### config.mk
export PLATFORM = sky130hd
export DESIGN_NAME = text_memory_fetch_bus
export DESIGN_NICKNAME = d
export VERILOG_FILES = /design/src/rtl/text_memory_fetch_bus.sv
export SDC_FILE = /design/constraint.sdc
export NUM_CORES = 1
export LEC_CHECK = 0
export CAP_MARGIN = 10
export CORE_MARGIN = 5
export CORE_UTILIZATION = 52
export CTS_BUF_LIST = sky130_fd_sc_hd__clkbuf_4 sky130_fd_sc_hd__clkbuf_8
export DETAILED_ROUTE_END_ITERATION = 8
export PLACE_DENSITY = 0.75
export SYNTH_ARGS = -nofsm -noshare
export SYNTH_HDL_FRONTEND = slang
export SYNTH_SLANG_ARGS = --single-unit
### constraint.sdc
create_clock -name clock -period 14 [get_ports clock]
set_input_delay 2.8 -clock clock [delete_from_list [all_inputs] [get_ports clock]]
set_output_delay 2.8 -clock clock [all_outputs]
set_load 0.01 [all_outputs]
### src/rtl/text_memory_fetch_bus.sv
// text_memory_fetch_bus: instruction-fetch bus between the fetch stage and a
// synchronous text RAM. It adds a valid/ready request/response handshake and
// in-band address faults, and absorbs back-pressure in a small response FIFO.
// Ports:
//   clock, reset        clock and synchronous active-high reset
//   flush               discard every in-flight and buffered fetch
//   req_valid/ready     request handshake, req_address is a byte address
//   resp_valid/ready    response handshake
//   resp_data           instruction word (0 on fault)
//   resp_address        address of the originating request
//   resp_fault          00 ok, 01 misaligned, 10 out of range
//   mem_address/read    word address and read enable to the text RAM
//   mem_read_data       RAM data, READ_LATENCY edges after the read edge
module text_memory_fetch_bus #(
  parameter logic [31:0] TEXT_BEGIN   = 32'h0040_0000,
  parameter int unsigned TEXT_BITS    = 16,
  parameter int unsigned READ_LATENCY = 1
) (
  input  logic                 clock,
  input  logic                 reset,
  input  logic                 flush,
  input  logic                 req_valid,
  input  logic [31:0]          req_address,
  output logic                 req_ready,
  output logic                 resp_valid,
  input  logic                 resp_ready,
  output logic [31:0]          resp_data,
  output logic [31:0]          resp_address,
  output logic [1:0]           resp_fault,
  output logic [TEXT_BITS-3:0] mem_address,
  output logic                 mem_read,
  input  logic [31:0]          mem_read_data
);

  localparam int unsigned DEPTH = READ_LATENCY + 2;
  localparam int unsigned CNT_W = $clog2(DEPTH + 1);
  localparam logic [31:0] TEXT_END = TEXT_BEGIN + 32'((64'd1 << TEXT_BITS) - 64'd1);

  localparam logic [1:0] FAULT_OK       = 2'b00;
  localparam logic [1:0] FAULT_MISALIGN = 2'b01;
  localparam logic [1:0] FAULT_RANGE    = 2'b10;

  logic [CNT_W-1:0] count;
  logic             accept;
  logic             pop;
  logic             push;
  logic [1:0]       req_fault;
  logic [31:0]      push_data;

  // Tracking pipeline, aligned with the RAM read latency
  logic        pipe_valid [READ_LATENCY];
  logic [1:0]  pipe_fault [READ_LATENCY];
  logic [31:0] pipe_addr  [READ_LATENCY];

  // Response FIFO as a shift queue: entry 0 is always the head, so the
  // response outputs come straight from registers.
  logic        fifo_valid   [DEPTH];
  logic [31:0] fifo_data    [DEPTH];
  logic [31:0] fifo_addr    [DEPTH];
  logic [1:0]  fifo_fault   [DEPTH];
  logic        fifo_valid_n [DEPTH];
  logic [31:0] fifo_data_n  [DEPTH];
  logic [31:0] fifo_addr_n  [DEPTH];
  logic [1:0]  fifo_fault_n [DEPTH];
  logic        placed;

  // count only depends on registered state, so resp_ready never reaches req_ready
  assign req_ready   = !reset && !flush && (count < CNT_W'(DEPTH));
  assign accept      = req_valid && req_ready;
  assign mem_read    = accept && (req_fault == FAULT_OK);
  assign mem_address = req_address[TEXT_BITS-1:2];

  // Fault classification; misalignment wins over range
  always_comb begin
    req_fault = FAULT_OK;
    if (req_address[1:0] != 2'b00) begin
      req_fault = FAULT_MISALIGN;
    end else if ((req_address < TEXT_BEGIN) || (req_address > TEXT_END)) begin
      req_fault = FAULT_RANGE;
    end
  end

  // Pipeline valid bits
  always_ff @(posedge clock) begin
    if (reset || flush) begin
      for (int k = 0; k < int'(READ_LATENCY); k++) pipe_valid[k] <= 1'b0;
    end else begin
      pipe_valid[0] <= accept;
      for (int k = 1; k < int'(READ_LATENCY); k++) pipe_valid[k] <= pipe_valid[k-1];
    end
  end

  // Pipeline payload; qualified by the valid bits, so no reset needed
  always_ff @(posedge clock) begin
    pipe_fault[0] <= req_fault;
    pipe_addr[0]  <= req_address;
    for (int k = 1; k < int'(READ_LATENCY); k++) begin
      pipe_fault[k] <= pipe_fault[k-1];
      pipe_addr[k]  <= pipe_addr[k-1];
    end
  end

  assign push      = pipe_valid[READ_LATENCY-1];
  assign push_data = (pipe_fault[READ_LATENCY-1] == FAULT_OK) ? mem_read_data : 32'h0;
  assign pop       = fifo_valid[0] && resp_ready;

  // FIFO next state: shift on pop, then drop the new entry into the first free slot
  always_comb begin
    placed = 1'b0;
    for (int i = 0; i < int'(DEPTH); i++) begin
      fifo_valid_n[i] = fifo_valid[i];
      fifo_data_n[i]  = fifo_data[i];
      fifo_addr_n[i]  = fifo_addr[i];
      fifo_fault_n[i] = fifo_fault[i];
    end
    if (pop) begin
      for (int i = 0; i < int'(DEPTH) - 1; i++) begin
        fifo_valid_n[i] = fifo_valid[i+1];
        fifo_data_n[i]  = fifo_data[i+1];
        fifo_addr_n[i]  = fifo_addr[i+1];
        fifo_fault_n[i] = fifo_fault[i+1];
      end
      fifo_valid_n[DEPTH-1] = 1'b0;
    end
    if (push) begin
      for (int i = 0; i < int'(DEPTH); i++) begin
        if (!placed && !fifo_valid_n[i]) begin
          fifo_valid_n[i] = 1'b1;
          fifo_data_n[i]  = push_data;
          fifo_addr_n[i]  = pipe_addr[READ_LATENCY-1];
          fifo_fault_n[i] = pipe_fault[READ_LATENCY-1];
          placed          = 1'b1;
        end
      end
    end
  end

  // FIFO and occupancy registers; a pop during flush is void
  always_ff @(posedge clock) begin
    if (reset) begin
      count <= '0;
      for (int i = 0; i < int'(DEPTH); i++) begin
        fifo_valid[i] <= 1'b0;
        fifo_data[i]  <= 32'h0;
        fifo_addr[i]  <= 32'h0;
        fifo_fault[i] <= FAULT_OK;
      end
    end else if (flush) begin
      count <= '0;
      for (int i = 0; i < int'(DEPTH); i++) fifo_valid[i] <= 1'b0;
    end else begin
      count <= count + CNT_W'(accept) - CNT_W'(pop);
      for (int i = 0; i < int'(DEPTH); i++) begin
        fifo_valid[i] <= fifo_valid_n[i];
        fifo_data[i]  <= fifo_data_n[i];
        fifo_addr[i]  <= fifo_addr_n[i];
        fifo_fault[i] <= fifo_fault_n[i];
      end
    end
  end

  assign resp_valid   = fifo_valid[0];
  assign resp_data    = fifo_data[0];
  assign resp_address = fifo_addr[0];
  assign resp_fault   = fifo_fault[0];

endmodule

==> flow_metrics.env, run 1 <==
export IMPL_synthCells=1040
export IMPL_cts_tree="built"
export IMPL_slowest_cp_cell="sky130_fd_sc_hd__nor4_1"
export IMPL_synthTopCellsByCount="sky130_fd_sc_hd__edfxtp_1 (201), sky130_fd_sc_hd__a211oi_1 (200), sky130_fd_sc_hd__nand2_1 (135)"
export IMPL_ctsLongestPathBuffers=3
export IMPL_netlist_cell_type_count=35
export IMPL_core_rowCount=55
export IMPL_clkTransAtPathRegs_ns=0.06
export IMPL_area_growth_syn_to_layout_pct=14.1
export IMPL_critPathMaxFanout=2
export IMPL_grt_pass1_wl_um=49900
export IMPL_grtUsageTotal_pct=23.3
export IMPL_series_of_cell_instances_along_the_critical_path="clkdlybuf4s50_1 -> nor4_1 -> and4_1 -> nor4b_1 -> clkdlybuf4s50_1"
export IMPL_die_height_um=163
export IMPL_startpoint="req_address[29]"
export IMPL_grt_pass1_vias=9162
export IMPL_placeableCoreArea_um2=22800
export IMPL_cp_end_kind="output pin"
export IMPL_slew_limit_headroom_pct=22.8
export IMPL_drtIter0Drc=803
export IMPL_cts_num_sinks=238
export IMPL_post_cts_repair_setup_buffers=0
export IMPL_drt_pre_antenna_iters=5
export IMPL_ff2ff_path_depth=10
export IMPL_cts_hold_buffers=0
export IMPL_crit_path_max_incr_delay_ns=0.66
export IMPL_number_of_nets_still_failing_antenna_checks_after_routing=0
export IMPL_fillerInstances=1845
export IMPL_run_status="complete, no violations"
export IMPL_cp_top_family="simple AND/OR/NAND/NOR gates"
export IMPL_drt_wl_total_um=32000
export IMPL_yosys_register_bits=238
export IMPL_detailed_place_hpwl_um=16200
export IMPL_leakagePower_nw=4.74
export IMPL_syn_area_per_cell_um2=11.6
export IMPL_finish_cell_count_without_fillers=1396
export IMPL_cp_arrival_ns=5.23
export IMPL_route_detailed_vias_per_inst=6.38
export IMPL_r2r_end="count[1]"
export IMPL_critPathKind="in -> out"
export IMPL_ys_warnings_count=0
export IMPL_min_path_type="reg -> reg"
export IMPL_setup_reg_to_reg_worst_slack_ns=9.88
export IMPL_worst_r2r_startpoint="fifo_valid[0][0]"
export IMPL_total_power_mw=1.64
export IMPL_input_output_buffers=151
export IMPL_start_kind="primary input"
export IMPL_final_hold_viol_count=0
export IMPL_worstPathRequired_ns=11.20
export IMPL_yosys_area_top_type_share_pct=49.9
export IMPL_synth_enable_flop_cells=201
export IMPL_finalMaxSlewViolations=0
export IMPL_worstPathBufferInverterCount=2
export IMPL_initial_utilization_pct=53.1
export IMPL_boundaryPins=152
export IMPL_cpMostUsedCell="sky130_fd_sc_hd__clkdlybuf4s50_1"
export IMPL_worstSetupEndpoint="mem_read"
export IMPL_yosys_area_top_type="sky130_fd_sc_hd__edfxtp_1"
export IMPL_timing_setup_tns_ns=0
export IMPL_ir_worst_vdd_mv=0.0597
export IMPL_place_inst=1323
export IMPL_rsz0062_at_grt="false"
export IMPL_final_min_clock_period_ns=8.03
export IMPL_grt_start_max_net_pins=98
export IMPL_cts_made_buffers=42
export IMPL_worst_slew_pin_transition_ns=1.16
export IMPL_synth_sequential_area_ratio_pct=56.0
export IMPL_timing_max_cap_violations=0
export IMPL_wl_per_cell_um=22.9
export IMPL_period_share_pct=57.3
export IMPL_asyncSetResetFlopFracSynth_pct=0
export IMPL_most_used_dff_post_synth="sky130_fd_sc_hd__edfxtp_1"
export IMPL_die_area_um2=26400
export IMPL_via_count=8907
export IMPL_clock_tree_root_cell="sky130_fd_sc_hd__clkbuf_8"
export IMPL_synth_most_common_cell="sky130_fd_sc_hd__edfxtp_1"
export IMPL_globalRoute_totalOverflow=0
export IMPL_postCtsResizedCells=0
export IMPL_die_x_um=163
export IMPL_drive_gt1_share_pct=8.77
export IMPL_post_synth_instance_area_um2=12100
export IMPL_ctsHtreeMaxLevel=2
export IMPL_clock_latency_ns=0.54
export IMPL_critical_path_cell_count=5
export IMPL_maximum_frequency_from_static_timing_analysis_ghz=0.125
export IMPL_fin_worst_skew_ns=0.0140
export IMPL_synth_top_cells_by_area="sky130_fd_sc_hd__edfxtp_1 (50%), sky130_fd_sc_hd__a211oi_1 (12%), sky130_fd_sc_hd__dfxtp_1 (6.1%), sky130_fd_sc_hd__mux2i_1 (5.5%), sky130_fd_sc_hd__buf_4 (5.3%)"
export IMPL_layout_nets=1125
export IMPL_drt_drc_violations_left=0
export IMPL_finalWeightedCongestion=0.748
export IMPL_ant_cells=0
export IMPL_power_density_nw_per_um2=119
export IMPL_finalSetupViolations=0
export IMPL_number_of_antenna_violations_at_the_first_check_in_global_routing=0
[report_power, final]
part	total, mW	internal, mW	leakage, nW	switching (mW)
registers	0.837	0.813	2.47	0.0237
clock network	0.626	0.341	0.431	0.285
logic	0.174	0.0723	1.84	0.102
total	1.64	1.23	4.74	0.411
[layout by cell type, fill, tap and decap left out, types with 14 or more instances in the layout]
cell type                         count
sky130_fd_sc_hd__buf_4               14
sky130_fd_sc_hd__a311oi_1            66
sky130_fd_sc_hd__nor3b_1             32
sky130_fd_sc_hd__nand2_1            134
sky130_fd_sc_hd__clkbuf_8            47
sky130_fd_sc_hd__clkdlybuf4s50_1    151
sky130_fd_sc_hd__and3_1              66
sky130_fd_sc_hd__a211oi_1           200
sky130_fd_sc_hd__mux2i_1             66
sky130_fd_sc_hd__edfxtp_1           201
sky130_fd_sc_hd__dfxtp_1             36
[sequential cells by signal, summed over array words and instances (netlist names)]
| signal | count |
|---|---|
| fifo_data | 96 |
| pipe_addr | 32 |
| fifo_fault | 6 |
| pipe_fault | 2 |
| fifo_addr | 96 |
| pipe_valid | 1 |
| count | 2 |
| fifo_valid | 3 |
[worst min-delay path by stage]
stage / to / slack (ns) / from / cells past startpoint
after floorplan: count[1] / 0.48 / count[1] / 2
after global placement: count[1] / 0.50 / count[1] / 2
after detailed placement: count[1] / 0.52 / count[1] / 2
after CTS: count[1] / 0.53 / count[1] / 2
after global routing: count[1] / 0.55 / count[1] / 2
final: count[1] / 0.53 / count[1] / 2
[cell families after synthesis]
logic type	Yosys count	share of synthesized area, %
AO/OA/AOI/OAI	274	17.6
AND/OR/NAND/NOR	256	10.7
flip-flops	238	56.0
buffers and inverters	201	9.81
multiplexers	66	5.46
adder cells (fa/ha/maj)	2	0.207
XOR/XNOR	2	0.145
other	1	0.0310
[cell type report]
class	instances	area, µm²	area share [%]
tap	313	392	2.84
clock inverter	13	60.1	0.435
inverter	4	20.0	0.145
clock buffer	60	744	5.39
sequential	238	6780	49.1
timing repair buffer	165	1620	11.7
multi-input combinational	603	4200	30.4
[metrics by stage]
| step | util (%) | setup slack (ns) | hold WS [ns] | instance area (µm²) |
|---|---|---|---|---|
| 6_report | 60.6 | 5.97 | 0.526 | 13800 |
| 3_3_place_gp | 57.1 | 6.06 | 0.505 | 13000 |
| 3_5_place_dp | 57.1 | 6.03 | 0.519 | 13000 |
| 4_1_cts | 60.6 | 6.00 | 0.530 | 13800 |
| 2_1_floorplan | - | 7.34 | 0.481 | 12100 |
| 5_1_grt | 60.6 | 5.87 | 0.545 | 13800 |
[layer usage]
metal	track usage [%]	up-vias	share of wire, %
met3	4.68	50	7.6
met1	32.5	4449	43
met5	0	-	0
met4	6.90	0	1.8
met2	37.1	404	47
li1	-	4004	-
[worst reg2reg max path: cells and delay by family, from the launching register on]
family        cells  cell delay, ns
simple gates      3            0.84
buf+inv           4            2.04
xor+xnor          1            0.17
flops             1            0.35
fa+ha+maj         2            0.57
No activity file was read; power rests on OpenSTA's default activity.
==> inputs of run 2 (changes only) <==
==> constraint.sdc (replaced) <==
create_clock -name clock -period 8.25 [get_ports clock]
set_input_delay 1.65 -clock clock [delete_from_list [all_inputs] [get_ports clock]]
set_output_delay 1.65 -clock clock [all_outputs]
set_load 0.01 [all_outputs]
==> run 2 against run 1 <==
Compared with the run above: worst setup slack got worse by 3.2 ns; first-iteration DRC count grew 15%; critical path depth did not move; clock-buffer cell count increased by 5; clock skew up 0.0069 ns; sequential power increased by 70%; final cell count down 0.14%; critical endpoint unchanged; largest cell class unchanged.
==> flow_metrics.env, run 2 (synthesized netlist as in run 1, its figures left out) <==
export IMPL_clock_latency_ns=0.53
export IMPL_cts_made_buffers=41
export IMPL_cts_num_sinks=238
export IMPL_start_kind="primary input"
export IMPL_ir_worst_vdd_mv=0.0989
export IMPL_worst_r2r_startpoint="fifo_valid[0][0]"
export IMPL_layout_cell_area_non_filler_um2=13800
export IMPL_via_count=8900
export IMPL_cts_tree="built"
export IMPL_setup_reg_to_reg_worst_slack_ns=4.71
export IMPL_cp_end_kind="output pin"
export IMPL_p_seq_share_pct=51.1
export IMPL_grt_start_max_net_pins=87
export IMPL_grtUsageTotal_pct=22.8
export IMPL_die_x_um=163
export IMPL_boundaryPins=152
export IMPL_combPwrFrac_pct=10.6
export IMPL_grt_pass1_vias=8887
export IMPL_power_density_nw_per_um2=202
export IMPL_finalWeightedCongestion=0.766
export IMPL_final_hold_viol_count=0
export IMPL_drtIter0Drc=925
export IMPL_timing_setup_tns_ns=0
export IMPL_final_min_clock_period_ns=5.50
export IMPL_leakagePower_nw=4.74
export IMPL_holdCritStartpoint="count[1]"
export IMPL_run_status="complete, no violations"
export IMPL_die_height_um=163
export IMPL_finalMaxSlewViolations=0
export IMPL_postCtsResizedCells=0
export IMPL_final_core_utilization_pct=60.6
export IMPL_initial_utilization_pct=53.1
export IMPL_cp_arrival_ns=3.85
export IMPL_place_inst=1322
export IMPL_worstHoldEndpoint="count[1]"
export IMPL_drt_pre_antenna_iters=7
export IMPL_finish_cell_count_without_fillers=1394
export IMPL_internal_power_mw=2.10
export IMPL_detailed_place_hpwl_um=15900
export IMPL_finalSetupViolations=0
export IMPL_worst_hold_path_num_cells=2
export IMPL_power_switching_fraction_pct=24.7
export IMPL_most_common_layout_cells="sky130_fd_sc_hd__edfxtp_1 (201), sky130_fd_sc_hd__a211oi_1 (200), sky130_fd_sc_hd__clkdlybuf4s50_1 (151), sky130_fd_sc_hd__nand2_1 (134)"
export IMPL_clkTransAtPathRegs_ns=0.06
export IMPL_slowest_cp_cell="sky130_fd_sc_hd__clkdlybuf4s50_1"
export IMPL_placeableCoreArea_um2=22800
export IMPL_series_of_cell_instances_along_the_critical_path="clkdlybuf4s50_1 -> nor4_1 -> and4_1 -> nor4b_1 -> clkdlybuf4s50_1"
export IMPL_most_common_cell_after_layout_fill_and_taps_aside="sky130_fd_sc_hd__edfxtp_1"
export IMPL_maximum_frequency_from_static_timing_analysis_ghz=0.182
export IMPL_critPathMaxFanout=2
export IMPL_drt_drc_violations_left=0
export IMPL_post_cts_repair_setup_buffers=0
export IMPL_layout_nets=1123
export IMPL_ctsLongestPathBuffers=3
export IMPL_ctsHtreeMaxLevel=2
export IMPL_drt_wl_total_um=31700
export IMPL_fin_worst_skew_ns=0.0209
export IMPL_die_area_um2=26400
export IMPL_crit_path_max_incr_delay_ns=0.59
export IMPL_cts_hold_buffers=0
export IMPL_route_detailed_vias_per_inst=6.38
export IMPL_grt_pass1_wl_um=49100
export IMPL_number_of_nets_still_failing_antenna_checks_after_routing=0
export IMPL_area_growth_syn_to_layout_pct=14.0
export IMPL_ff2ff_path_depth=5
export IMPL_period_share_pct=66.6
export IMPL_wl_per_cell_um=22.7
export IMPL_worst_slew_pin_transition_ns=0.979
export IMPL_globalRoute_totalOverflow=0
export IMPL_drive_gt1_share_pct=8.70
export IMPL_ant_cells=0
export IMPL_number_of_antenna_violations_at_the_first_check_in_global_routing=0
export IMPL_timing_max_cap_violations=0
export IMPL_min_path_type="reg -> reg"
export IMPL_net_switching_power_uw=686
export IMPL_rsz0062_at_grt="false"
export IMPL_largestRegisters="fifo_addr x96, fifo_data x96, pipe_addr x32"
export IMPL_cpMostUsedCell="sky130_fd_sc_hd__clkdlybuf4s50_1"
export IMPL_input_output_buffers=151
export IMPL_clkPwrFrac_pct=38.3
export IMPL_clock_tree_root_cell="sky130_fd_sc_hd__clkbuf_8"
export IMPL_detailed_place_area_um2=13000
export IMPL_worstPathRequired_ns=6.60
export IMPL_critPathKind="in -> out"
export IMPL_slew_limit_headroom_pct=34.7
export IMPL_core_rowCount=55
export IMPL_r2r_end="fifo_addr[0][41]"
[run 2: cell count changes in the layout (fill, tap and decap cells not counted), sizes merged]
cell | previous run | this run
buf | 14 | 13
clkinv | 12 | 7
clkbuf | 60 | 65
clkinvlp | 1 | 0
[run 2: cell type report]
type | count | area (µm²)
clock buffer | 65 | 776
clock inverter | 7 | 28.8
fill | 1862 | 8980
inverter | 4 | 20.0
multi-input combinational | 603 | 4200
sequential | 238 | 6780
tap | 313 | 392
timing repair buffer | 164 | 1610
[run 2: worst max-delay path by stage]
| stage | endpoint | start |
|---|---|---|
| CTS | mem_read | req_address[29] |
| floorplan | fifo_addr[0][0] | reset |
| detailed placement | mem_read | req_address[20] |
| finish | mem_read | req_address[20] |
| global route | mem_read | req_address[26] |
| global placement | mem_read | req_address[20] |
[run 2: metal layers]
layer  GRT usage (%)  vias to the layer above  wire, µm
li1                -                     3995         -
met4            6.63                        0       580
met2            35.4                      443     14500
met5               0                        -         0
met1            32.6                     4411     14000
met3            4.81                       51      2580
[run 2: through the flow]
| step | setup WS [ns] | hold WS, ns | total power [mW] |
|---|---|---|---|
| final | 2.75 | 0.519 | 2.78 |
| after CTS | 2.74 | 0.518 | 2.79 |
| after global placement | 2.73 | 0.500 | 1.73 |
| after floorplan | 2.90 | 0.481 | 1.63 |
| after detailed placement | 2.74 | 0.504 | 1.74 |
| after global routing | 2.57 | 0.585 | 2.88 |
[run 2: worst max-delay path: cells and delay by family]
family | cells | cell delay [ns]
AND/OR/NAND/NOR | 3 | 1.19
buffers and inverters | 2 | 1.00
[run 2: power by group through the flow]
stage               registers (mW)  clock network [mW]  logic [mW]
global route                  1.43                1.14       0.313
detailed placement            1.44                   0       0.292
finish                        1.42                1.07       0.294
CTS                           1.42                1.08       0.293
global placement              1.44                   0       0.288
floorplan                     1.43                   0       0.195
